===== src/rtl/operand_sel_pipe.sv =====
// N-way operand selector feeding a 1- or 2-deep pipeline register chain with
// stall hold, flush-to-bubble and illegal-select flagging on the delivered word.
module operand_sel_pipe #(
    parameter int WIDTH  = 32,
    parameter int NUM_IN = 4,
    parameter int ONEHOT = 0,
    parameter int STAGES = 1,
    localparam int SEL_W = (ONEHOT != 0) ? NUM_IN : ((NUM_IN > 2) ? $clog2(NUM_IN) : 1)
) (
    input  logic                    clk,
    input  logic                    rst_n,
    input  logic [NUM_IN*WIDTH-1:0] in_data,
    input  logic [SEL_W-1:0]        in_sel,
    input  logic                    in_valid,
    input  logic                    stall,
    input  logic                    flush,
    output logic [WIDTH-1:0]        out_data,
    output logic                    out_valid,
    output logic                    out_sel_err
);

    // Flow control: a word enters stage 1 on every edge unless stall or flush is
    // high; flush beats stall and empties every stage; stall freezes every stage.
    // Data moves regardless of in_valid, so out_data is only meaningful with out_valid.

    if (NUM_IN < 2 || NUM_IN > 16) begin : g_bad_num_in
        $error("operand_sel_pipe: NUM_IN=%0d outside 2..16", NUM_IN);
    end
    if (STAGES < 1 || STAGES > 2) begin : g_bad_stages
        $error("operand_sel_pipe: STAGES=%0d must be 1 or 2", STAGES);
    end

    logic [WIDTH-1:0] dec_data;
    logic             sel_ok;

    if (ONEHOT != 0) begin : g_onehot
        always_comb begin
            dec_data = '0;
            sel_ok   = (in_sel != '0) && ((in_sel & (in_sel - SEL_W'(1))) == '0);
            for (int k = 0; k < NUM_IN; k++) begin
                if (in_sel[k]) dec_data = in_data[k*WIDTH +: WIDTH];
            end
            // Never let a multi-hot select OR inputs together.
            if (!sel_ok) dec_data = '0;
        end
    end else begin : g_binary
        always_comb begin
            dec_data = '0;
            sel_ok   = int'(in_sel) < NUM_IN;
            for (int k = 0; k < NUM_IN; k++) begin
                if (int'(in_sel) == k) dec_data = in_data[k*WIDTH +: WIDTH];
            end
        end
    end

    logic [WIDTH-1:0] s1_data_d;
    logic             s1_valid_d;
    logic             s1_err_d;

    assign s1_data_d  = dec_data;
    assign s1_valid_d = in_valid;
    assign s1_err_d   = in_valid & ~sel_ok;

    logic [WIDTH-1:0]  data_q [STAGES];
    logic [STAGES-1:0] valid_q;
    logic [STAGES-1:0] err_q;

    always_ff @(posedge clk or negedge rst_n) begin
        if (!rst_n) begin
            for (int i = 0; i < STAGES; i++) data_q[i] <= '0;
            valid_q <= '0;
            err_q   <= '0;
        end else if (flush) begin
            for (int i = 0; i < STAGES; i++) data_q[i] <= '0;
            valid_q <= '0;
            err_q   <= '0;
        end else if (!stall) begin
            data_q[0]  <= s1_data_d;
            valid_q[0] <= s1_valid_d;
            err_q[0]   <= s1_err_d;
            for (int i = 1; i < STAGES; i++) begin
                data_q[i]  <= data_q[i-1];
                valid_q[i] <= valid_q[i-1];
                err_q[i]   <= err_q[i-1];
            end
        end
    end

    assign out_data    = data_q[STAGES-1];
    assign out_valid   = valid_q[STAGES-1];
    assign out_sel_err = err_q[STAGES-1];

endmodule


===== config.mk =====
export PLATFORM = sky130hd
export DESIGN_NAME = operand_sel_pipe
export DESIGN_NICKNAME = d
export VERILOG_FILES = /design/src/rtl/operand_sel_pipe.sv
export SDC_FILE = /design/constraint.sdc
export NUM_CORES = 1
export LEC_CHECK = 0
export ABC_CLOCK_PERIOD_IN_PS = 800
export CORE_MARGIN = 2
export CORE_UTILIZATION = 35
export DETAILED_ROUTE_END_ITERATION = 7
export PLACE_DENSITY = 0.81
export SLEW_MARGIN = 20
export SYNTH_ARGS = -nofsm -noshare
export SYNTH_HDL_FRONTEND = slang
export SYNTH_SLANG_ARGS = --single-unit

===== constraint.sdc =====
create_clock -name clk -period 0.8 [get_ports clk]
set_input_delay 0.08 -clock clk [delete_from_list [all_inputs] [get_ports clk]]
set_output_delay 0.08 -clock clk [all_outputs]
set_load 0.005 [all_outputs]

=== After elaboration in Yosys (flattened, before gate mapping) ===
Cells that the tools add are included.

* Bits in registers: 34
* Input bits: 135
* Output and inout port bits: 34

* Equality and inequality tests: 4
* Multiplexer cells: 10
* Reductions and logical operators: 1

{| class="wikitable"
|+ Operators by type and width
! cell !! number
|-
| 32-bit two-way mux || 6
|-
| 2-bit equality test, second input constant || 2
|-
| 1-bit two-way mux || 4
|-
| 2-bit by 1-bit equality test with 1-bit output, second input constant || 1
|-
| 2-bit zero test || 1
|-
| 2-bit by 1-bit inequality test with 1-bit output, second input constant || 1
|}

=== Logic depth before layout (Yosys ltp) ===
* Word-level depth: 7
* Mapped depth: 5
* Mapped depth without buffers: 2

=== Worst setup path after synthesis ===
OpenSTA, ideal clock, no wires.

* Kind: input-to-reg
* Start: input stall
* End: register data_q (netlist bit out_data[10])
* Arrival: 0.983 ns
* Data required time: 0.714 ns
* Slack: -0.269 ns
* Stages: 5
* Buffers on the path: 3
* Cell sequence: buf_6 > or3b_1 > buf_6 > buf_12 > o221ai_2

* Longest elaborated chain between the ends: 1

{| class="wikitable"
|+ RTL lines
! element !! line !! text
|-
| start: declaration || 15 || <nowiki>input logic stall,</nowiki>
|-
| 2-bit by 1-bit inequality test with 1-bit output (no line) || -- ||
|-
| end signal: indexed assignment || 82 || <nowiki>data_q[i] <= data_q[i-1];</nowiki>
|-
| end: declaration || 64 || <nowiki>logic [WIDTH-1:0] data_q [STAGES];</nowiki>
|}

No other way between the ends.
A chain may end at the register's enable or synchronous reset.

=== Worst setup path after layout ===
* Start: register data_q (netlist bit out_data[17])
* End: output out_data[17]

{| class="wikitable"
|+ RTL lines
! element !! line !! text
|-
| end: declaration || 17 || <nowiki>output logic [WIDTH-1:0] out_data,</nowiki>
|}

No word-level cell between the ends.

==> flow_metrics.tcl <==
set metrics [dict create \
    yosysTopAreaCellShare_pct 34.7 \
    max_stage_delay_ns 0.41 \
    ios 169 \
    drt_iter0_markers 37 \
    pwr-share-clk_pct 24.8 \
    die_width_um 86.5 \
    yosysWarnings 0 \
    antenna_found_initial 0 \
    ir_drop_v 0.000523 \
    n_fill_cell 561 \
    ys_seq_elements 33 \
    clock-sinks 33 \
    syn_avg_cell_area_um2 12.6 \
    critPathRequiredTime_ns 0.72 \
    synth_area_leaders "dfrtp_1, mux2i_1, o221ai_2, nand3b_1, buf_12" \
    hold_viol 0 \
    clockBufferDepth 2 \
    clk_pin_slew_ns 0.07 \
    dp_slack_ns -0.801 \
    syn_area_mm2 0.00238 \
    fin_worst_skew_ns 0 \
    worstSetupEndpointType "output pin" \
    rows 30 \
    multi_input_area_mm2 0.00140 \
    syn-instance-count 189 \
    cts-buffers-inserted 5 \
    core-area_mm2 0.00668 \
    finalCritPeriodShare_pct 114 \
    initial_core_util_pct 35.6 \
    outcome "finished with violations" \
    root_buffer "clkbuf_8" \
    p_sw_share_pct 27.0 \
    grt_start_max_net_pins 34 \
    crit_arrival_ns 0.83 \
    violations "setup timing" \
    area_growth_pct 85.8 \
    finalSetupViolations 55 \
    overflow 0 \
    path_class "reg2out" \
    htree_levels 2 \
    layout-drive-gt1-share_pct 31.1 \
    timing.hold.ws_ns 0.271 \
    synth_nets 324 \
    io_buffer_count 167 \
    cp_num_buf_inv 1 \
    die_h_um 86.5 \
    combinationalPowerShare_pct 37.0 \
    p_int_mw 3.57 \
    grt_setup_unrepaired "yes" \
    viasPerCell 5.09 \
    antenna_cells 0 \
    crit_path_start_kind "register" \
    final_nets 517 \
    cp_top_family "flip-flops" \
    grt_pass1_vias 2564 \
    insertion_delay_ns 0.27 \
    vias 2356 \
    crit_chain "buf_2" \
    power_frac_seq_pct 38.2 \
    fmax_ghz 1.10 \
    cts_tree "yes" \
    min_period_ns 0.908 \
    grt_util_all_layers_pct 20.9 \
    wl_per_cell_um 17.0 \
    leakage_nw 2.01 \
    slowest_stage "dfrtp_1" \
    yosys.area.top_type "dfrtp_1" \
    drc_errors 0 \
    maxCapViolCount 0 \
    dieArea_mm2 0.00748 \
    drv_slew 0 \
    wl_mm 7.89 \
    yosysUniqueCellTypes 14 \
    seqCellArea_um2 826 \
    routabilityCongestion 0.693 \
    setup_ws_ns -0.108 \
    post-dp-hpwl_mm 5.75 \
    drtPass1Iterations 4 \
    power_density_mw_per_mm2 1100 \
    antenna_left 0 \
    grt_pass1_wl_mm 12.2 \
    hp-class "in2async" \
    crit_fanout 2 \
    ys_seq_area_share_pct 34.7 \
    switchingPower_mw 1.32 \
]
-- registers in the layout, indices dropped and copies added, names as in the netlist --
| signal | count |
|---|---|
| out_data | 32 |
| out_valid | 1 |
-- placed cells by master (no fill, tap or decap), types with 2 or more instances in the layout --
cell / instances
clkdlybuf4s50_1: 129
mux2i_1: 65
buf_2: 35
dfrtp_1: 33
nand3b_1: 32
o221ai_2: 31
buf_4: 25
buf_12: 8
clkbuf_8: 5
buf_6: 5
buf_16: 3
clkinv_2: 2
buf_8: 2
-- timing repair --
item / CTS / global route
pin swaps: 3 / 2
hold endpoints to repair: 33 / 0
hold buffers: 1 / 0
buffers inserted: 11 / 6
setup endpoints to repair: 66 / 57
resized for setup: 161 / 5
gates cloned: 3 / 1
-- area by class of cell --
cell class	instances	share of cell area (%)
Multi-Input combinational cell	133	31.6
Clock inverter	2	0.226
Clock buffer	6	1.64
Tap cell	80	2.26
Sequential cell	33	18.7
Timing Repair Buffer	209	45.6
-- final timing paths --
| path | startpoint | to | slack, ns | cells after the start |
|---|---|---|---|---|
| worst max register to register | out_data[12] | out_data[12] | -0.04 | 3 |
| worst max-delay path | out_data[17] | out_data[17] | -0.11 | 1 |
| min in group clk | stall | out_data[3] | 0.28 | 4 |
| worst min register to register | out_data[28] | out_data[28] | 0.54 | 2 |
| max in group asynchronous | rst_n | out_data[27] | 0.35 | 3 |
| worst min-delay path | rst_n | out_data[7] | 0.27 | 3 |
-- stage by stage --
step	util (%)	area (um2)	setup TNS [ns]	total power, mW	cells
floorplan	-	2390	-8.32	2.53	189
global placement	63.0	4210	-27.16	3.65	438
detailed placement	63.0	4210	-28.16	3.67	438
CTS	64.8	4330	-4.18	4.88	456
global route	66.2	4420	-6.00	5.18	463
finish	66.2	4420	-4.27	4.88	463
-- Yosys cell counts (all sizes together) --
library cell and n:
or3 1, conb 1, nand3b 32, dfrtp 33, o221ai 32, or3b 1
clkbuf 7, nor2 1, mux2i 65, buf 16
-- cell families (layout without fill, tap and decap cells) --
logic type,after synthesis,in the layout,share of synthesized area (%)
AO/OA/AOI/OAI,32,32,19.7
multiplexers,65,65,27.3
other,1,1,0.158
AND/OR/NAND/NOR,35,35,10.9
flip-flops,33,33,34.7
buffers and inverters,23,217,7.26
-- power by group through the flow --
stage               combinational (mW)  sequential, mW  clock, mW
floorplan                        0.630            1.90          0
global placement                  1.75            1.89          0
detailed placement                1.78            1.89          0
CTS                               1.77            1.86       1.24
global route                      1.94            1.88       1.36
finish                            1.81            1.87       1.21
-- per-layer routing --
layer | part of all wire, % | GRT usage (%) | up-vias
li1 | - | - | 1127
met1 | 39 | 24.4 | 1099
met2 | 50 | 35.9 | 120
met3 | 9.2 | 7.24 | 10
met4 | 1.7 | 6.96 | 0
met5 | 0 | 0 | -
No activity file was read; power rests on OpenSTA's default activity.
